<file path="config.mk">
export PLATFORM = sky130hd
export DESIGN_NAME = demux_rr_sched
export DESIGN_NICKNAME = d
export VERILOG_FILES = /design/src/rtl/demux_rr_sched.sv
export SDC_FILE = /design/constraint.sdc
export NUM_CORES = 1
export LEC_CHECK = 0
export CELL_PAD_IN_SITES_DETAIL_PLACEMENT = 0
export CELL_PAD_IN_SITES_GLOBAL_PLACEMENT = 2
export CORE_ASPECT_RATIO = 1.25
export CORE_MARGIN = 2
export CORE_UTILIZATION = 30
export DETAILED_ROUTE_END_ITERATION = 8
export PLACE_DENSITY_LB_ADDON = 0.1
export RECOVER_POWER = 100
export SLEW_MARGIN = 20
export SYNTH_ARGS = -nofsm -noshare
export SYNTH_HDL_FRONTEND = slang
export SYNTH_SLANG_ARGS = --single-unit
</file>
<file path="constraint.sdc">
create_clock -name clk -period 2.35 [get_ports clk]
set_clock_uncertainty 0.15 [all_clocks]
set_input_delay 0.3525 -clock clk [delete_from_list [all_inputs] [get_ports clk]]
set_output_delay 0.3525 -clock clk [all_outputs]
set_load 0.01 [all_outputs]
</file>
<file path="src/rtl/demux_rr_sched.sv">
// Single-word demultiplexer: captures one word, picks a lane (round-robin or fixed),
// holds it on that lane until the lane accepts it, and counts deliveries per lane.
module demux_rr_sched #(
    parameter int DW = 8,
    parameter int CW = 8
) (
    input  logic            clk,
    input  logic            rst_n,
    input  logic [DW-1:0]   in_data,
    input  logic            in_valid,
    output logic            in_ready,
    input  logic            mode,
    input  logic [1:0]      sel,
    input  logic [3:0]      lane_en,
    output logic [DW-1:0]   out_data,
    output logic [3:0]      out_valid,
    input  logic [3:0]      out_ready,
    output logic [4*CW-1:0] lane_cnt,
    output logic            busy
);

    typedef enum logic [1:0] {IDLE, ARB, SEND} state_t;

    state_t         state, state_nxt;
    logic [1:0]     ptr;
    logic [1:0]     lane;
    logic [DW-1:0]  hold;
    logic           cap_mode;
    logic [1:0]     cap_sel;
    logic [CW-1:0]  cnt [4];

    logic [1:0]     rr_lane;
    logic           rr_found;
    logic [1:0]     arb_lane;
    logic           arb_ok;
    logic           accept;
    logic           handshake;

    // Descending scan so the lane closest to ptr wins.
    always_comb begin
        rr_found = 1'b0;
        rr_lane  = ptr;
        for (int k = 3; k >= 0; k--) begin
            if (lane_en[ptr + 2'(k)]) begin
                rr_found = 1'b1;
                rr_lane  = ptr + 2'(k);
            end
        end
    end

    assign arb_lane  = cap_mode ? cap_sel : rr_lane;
    assign arb_ok    = cap_mode | rr_found;
    assign accept    = (state == IDLE) && in_valid;
    assign handshake = (state == SEND) && out_ready[lane];

    always_comb begin
        state_nxt = state;
        case (state)
            IDLE:    if (in_valid)  state_nxt = ARB;
            ARB:     if (arb_ok)    state_nxt = SEND;
            SEND:    if (handshake) state_nxt = IDLE;
            default:                state_nxt = IDLE;
        endcase
    end

    always_ff @(posedge clk or negedge rst_n) begin
        if (!rst_n) begin
            state <= IDLE;
        end else begin
            state <= state_nxt;
        end
    end

    always_ff @(posedge clk or negedge rst_n) begin
        if (!rst_n) begin
            hold     <= '0;
            cap_mode <= 1'b0;
            cap_sel  <= 2'd0;
            lane     <= 2'd0;
            ptr      <= 2'd0;
            for (int i = 0; i < 4; i++) cnt[i] <= '0;
        end else begin
            if (accept) begin
                hold     <= in_data;
                cap_mode <= mode;
                cap_sel  <= sel;
            end
            if ((state == ARB) && arb_ok) begin
                lane <= arb_lane;
            end
            if (handshake) begin
                cnt[lane] <= cnt[lane] + 1'b1;
                if (!cap_mode) ptr <= lane + 2'd1;
            end
        end
    end

    // Gated by rst_n so no word is advertised as acceptable while reset is held.
    assign in_ready  = (state == IDLE) && rst_n;
    assign busy      = (state != IDLE);
    assign out_valid = (state == SEND) ? (4'b0001 << lane) : 4'b0000;
    assign out_data  = hold;

    for (genvar g = 0; g < 4; g++) begin : g_cnt
        assign lane_cnt[g*CW +: CW] = cnt[g];
    end

endmodule
</file>
## After elaboration in Yosys (flattened, before gate mapping)

Index checks and enable logic that the tools add are counted.

- Latch bits: 0
- Bits in registers: 49
- Logic and storage cells: 70
- Memories: 0
- Output and inout port bits: 46
- Input bits: 22
- Memory bits (writable): 0
- Bits in read-only memories: 0

- Reductions and logical operators: 9
- Divide/modulo/power cells: 0
- Add/subtract/negate cells: 5
- Mux-type cells: 30
- Bitwise operators: 3
- Shifts and indexed selects: 1
- Order comparisons: 7
- Equality and inequality tests: 5
- Multipliers: 0

Operators with widths:

| operator | count |
|---|---|
| bitwise mux 32 bit | 1 |
| two-way mux 8 bit | 3 |
| binary-select mux 8 bit (select 2 bit) | 1 |
| demux 8 bit (select 2 bit) | 1 |
| two-way mux 2 bit | 8 |
| less-than comparator 2 x 3 -> 1 bit (second input constant) | 5 |
| binary-select mux 1 bit (select 2 bit) | 5 |
| two-way mux 1 bit | 9 |
| adder 8 x 1 -> 8 bit (second input constant) | 1 |
| inequality test 2 bit (second input constant) | 3 |
| one-hot mux 2 bit (3 select lines) | 1 |
| logical AND 1 bit | 5 |
| adder 2 x 1 -> 2 bit (second input constant) | 2 |
| adder 2 bit (second input constant) | 2 |
| two-way mux 4 bit | 1 |
| << shifter 1 x 2 -> 4 bit (first input constant) | 1 |
| greater-or-equal comparator 3 bit (second input constant) | 1 |
| less-than comparator 3 x 1 -> 1 bit (second input constant) | 1 |
| inverter 2 -> 3 bit | 1 |
| AND reduction 3 bit | 1 |
| == test 2 x 1 -> 1 bit (second input constant) | 1 |
| == test 2 bit (second input constant) | 1 |
| zero test 2 bit | 1 |
| AND reduction 2 bit | 1 |
| other kinds (3) | 3 |

## Longest topological paths before layout

- Depth after elaboration: 10
- Mapped depth: 8
- Gate-level depth less buffers: 6

## Least setup slack after synthesis

OpenSTA, ideal clock, no wires.

- Path type: reg2reg
- Start point: register lane[0]
- End point: register cnt, in the netlist lane_cnt[14]
- Path slack: 292 ps
- Setup time: 133 ps
- Required time: 2067 ps
- Path buffers: 1
- Cell stages (with the launch flop): 8
- Clock period less this slack: 2058 ps
- Data arrival time: 1775 ps
- Cell sequence: dfrtp_1 buf_6 mux4_2 ha_1 nand2_1 nor2_1 xnor2_1 o21ai_0

- Longest elaborated chain between the ends: 6
- Elaborated cells between the ends (all ways): 14
- Those cells by class: 1 x add/sub; 2 x order compare; 8 x mux; 1 x bitwise; 2 x reduce/logical

RTL lines:

| what | line | source |
|---|---|---|
| start, declared | 26 | `logic [1:0] lane;` |
| start signal, assigned | 89 | `lane <= arb_lane;` |
| inverter 2 -> 3 bit (not written as such) | 92 | `cnt[lane] <= cnt[lane] + 1'b1;` |
| binary-select mux 8 bit (select 2 bit), or another cell as far along | 92 |  |
| two-way mux 8 bit (not written as such) / logical AND 1 bit (equally long branches) | 92 |  |
| two-way mux 8 bit (not written as such) | 92 |  |
| adder 8 x 1 -> 8 bit / demux 8 bit (select 2 bit) (equally long branches) | 92 |  |
| bitwise mux 32 bit | 92 |  |
| end signal, assigned by index | 92 |  |
| end, declared | 30 | `logic [CW-1:0] cnt [4];` |

Parallel ways exist; a longest one is shown, timed or not. The select of a mux whose other input is x is not followed.
A chain may end at the register's enable or synchronous reset.

## Worst setup path in the final report

- Start point: register state[0]
- End point: output port in_ready

- Longest elaborated chain between the ends: 2

RTL lines:

| what | line | source |
|---|---|---|
| start, declared | 24 | `state_t state, state_nxt;` |
| start signal, assigned | 70 | `state <= state_nxt;` |
| zero test 2 bit | 99 | `assign in_ready = (state == IDLE) && rst_n;` |
| logical AND 1 bit | 99 |  |
| end, declared | 11 | `output logic in_ready,` |

No other way between the ends.

==> flow_metrics.tcl <==
set metrics [dict create \
    status "finished, final reports clean" \
    leakage_nw 1.53 \
    coreArea_sq_um 7840 \
    ir_worst_vdd_mv 0.415 \
    multiInputGateArea_sq_um 1110 \
    die_y_um 104 \
    ant_nets 0 \
    placementRows 36 \
    grt_use_met3_pct 3.33 \
    ios 68 \
    crit_slowest_cell "dlygate4sd3_1" \
    power_density_nw_per_um2 952 \
    fillCellCount 799 \
    post_drt_wl_per_cell_um 15.4 \
    insertion_delay_ns 0.30 \
    grt_antenna_before_repair 0 \
    drtIter0Drc 64 \
    place.detailed.hpwl_um 4470 \
    end_kind "output pin" \
    grt_use_met1_pct 17.8 \
    syn_nets 241 \
    met2_usage_pct 25.2 \
    cts_num_sinks 49 \
    utilization_pct 43.0 \
    drt-pass1-iter-count 4 \
    wirelength_um 6070 \
    numPortBuffers 67 \
    cp.arrival_ns 1.72 \
    clockRootBuffer "clkbuf_8" \
    area_delta_synth_final_pct 39.3 \
    final_cell_mix "dfrtp_1 (47), dlygate4sd3_1 (43), nand2_1 (38)" \
    grt_setup_unrepaired "no" \
    worst_slew_pin_slew_ns 1.28 \
    async_reset_ff_share_pct 100 \
    clock.fmax_mhz 450 \
    regToRegStartpoint "lane[0]" \
    synth-main-ff-cell "dfrtp_1" \
    avgSynthCellArea_sq_um 11.3 \
    grt-ovfl-total 0 \
    crit_buf_inv 1 \
    hold_path_class "primary input to asynchronous set/reset pin" \
    cts_made_buffers 5 \
    diodes 0 \
    synth_edf_count 0 \
    tns_ns 0 \
    yosys_warnings 0 \
    avgViaCountPerCell 4.71 \
    cts-htree-levels 2 \
    critPathKind "flop to output pin" \
    cpPeakStageDelay_ns 0.60 \
    busiest_layer "met2" \
    cp_top_family "buffers and inverters" \
    worstPathMaxFanout 5 \
    yosysTopAreaCell "dfrtp_1" \
    finalSetupViolCount 0 \
    synthTopCellsByArea "dfrtp_1 (51%), mux2_2 (8.4%), nand2_1 (5.9%), o21ai_0 (5.8%), mux4_2 (5.6%)" \
    slew_headroom_pct 14.5 \
    gp_congestion 0.768 \
    drive_above_1_share_pct 18.0 \
    fin_crit_ns 2.22 \
    crit_chain "or2_2 > nor2_1 > dlygate4sd3_1" \
    seq_area_frac_synth_pct 50.6 \
    critical_path_required_ns 1.85 \
    regArea_sq_um 1230 \
    ys_types 33 \
    hold_viol_final 0 \
    min_period_over_period_pct 94.5 \
    synth_top_cell_area_share_pct 50.6 \
    ys_ff_latch 49 \
    nets 327 \
    grt_pass1_wl_um 9940 \
    clockBufferDepth 2 \
    final_common_cell "dfrtp_1" \
    drv_cap 0 \
    dieArea_sq_um 8810 \
    synth_cells 214 \
    grt_max_degree 50 \
    cts_tree "built" \
    worst_setup_path_start_kind "flop" \
    power.total_mw 3.21 \
    syn_area_sq_um 2420 \
    slew_viol_final 0 \
    r2r_setup_slack_ns 0.15 \
    die_x_um 84.4 \
    initial_utilization_pct 30.9 \
    grtUsageTotal_pct 14.4 \
    clk_pin_slew_ns 0.09 \
    r2r_end "lane_cnt[23]" \
    vias 1861 \
    rr_worst_depth 7 \
    drcViolationCount 0 \
    grt_pass1_vias 1956 \
]
-- metrics by stage --
step                      std cells  setup WS [ns]  hold slack, ns  instance area, sq um
after floorplan                 214          0.292         -0.0931                  2420
after global placement          382         0.0529           0.302                  3270
after detailed placement        382         0.0318           0.299                  3270
after CTS                       390        0.00297          0.0623                  3360
after global routing            395         0.0220           0.323                  3370
final                           395          0.129           0.310                  3370
-- kinds of logic after synthesis --
| family | after synthesis | synth area share (%) |
|---|---|---|
| AOI/OAI and AO/OA | 43 | 9.71 |
| muxes | 29 | 18.7 |
| adders and majority gates | 5 | 2.58 |
| DFF | 49 | 50.6 |
| and+or+nand+nor | 65 | 12.6 |
| xor gates and xnor gates | 6 | 2.48 |
| buffers and inverters | 17 | 3.31 |
-- timing repair --
item | 4_1_cts | 5_1_grt
buffers inserted | 1 | 5
endpoints found under the setup margin | 4 | 4
resized for setup | 2 | 3
hold buffers | 0 | 0
-- cell usage after synthesis, types with 3 or more instances --
cell	number
dfrtp_1	49
nor2b_1	3
xnor2_1	3
mux2_2	18
o21ai_0	28
ha_1	5
mux4_2	6
o21ai_1	5
inv_1	8
nand3_1	4
mux4_1	4
and2_1	4
a21oi_1	4
buf_2	7
nor2_1	9
nand2_1	38
-- registers in the layout, summed over array words and instances (netlist names) --
signal    count
cap_mode      1
cap_sel       2
lane          2
lane_cnt     32
out_data      8
ptr           2
state         2
-- where the power goes --
part / total, mW / internal (mW) / switching [mW]
Combinational: 1.45 / 0.797 / 0.655
Clock: 0.491 / 0.207 / 0.284
Sequential: 1.27 / 1.07 / 0.197
-- routing by layer --
layer	share of wire [%]	vias to the layer above	wire, um
met3	4.0	6	245
li1	-	916	-
met5	0	-	0
met4	1.1	0	67
met1	43	899	2600
met2	52	40	3160
-- layout make-up --
| cell class | count | area share (%) |
|---|---|---|
| Sequential cell | 49 | 36.4 |
| Clock inverter | 1 | 0.260 |
| Inverter | 8 | 0.890 |
| Multi-Input combinational cell | 148 | 32.9 |
| Timing Repair Buffer | 88 | 23.8 |
| Clock buffer | 6 | 2.15 |
| Tap cell | 95 | 3.52 |
-- worst max-delay path by stage --
stage / from / endpoint / slack [ns] / cells past startpoint
6_report: state[0] / in_ready / 0.13 / 3
4_1_cts: state[0] / out_valid[2] / 0.003 / 3
3_3_place_gp: lane_en[1] / lane[0] / 0.05 / 6
3_5_place_dp: lane_en[1] / lane[0] / 0.03 / 6
2_1_floorplan: lane[0] / lane_cnt[14] / 0.29 / 7
5_1_grt: lane[0] / lane_cnt[23] / 0.02 / 7
No activity file was read; power rests on OpenSTA's default activity.
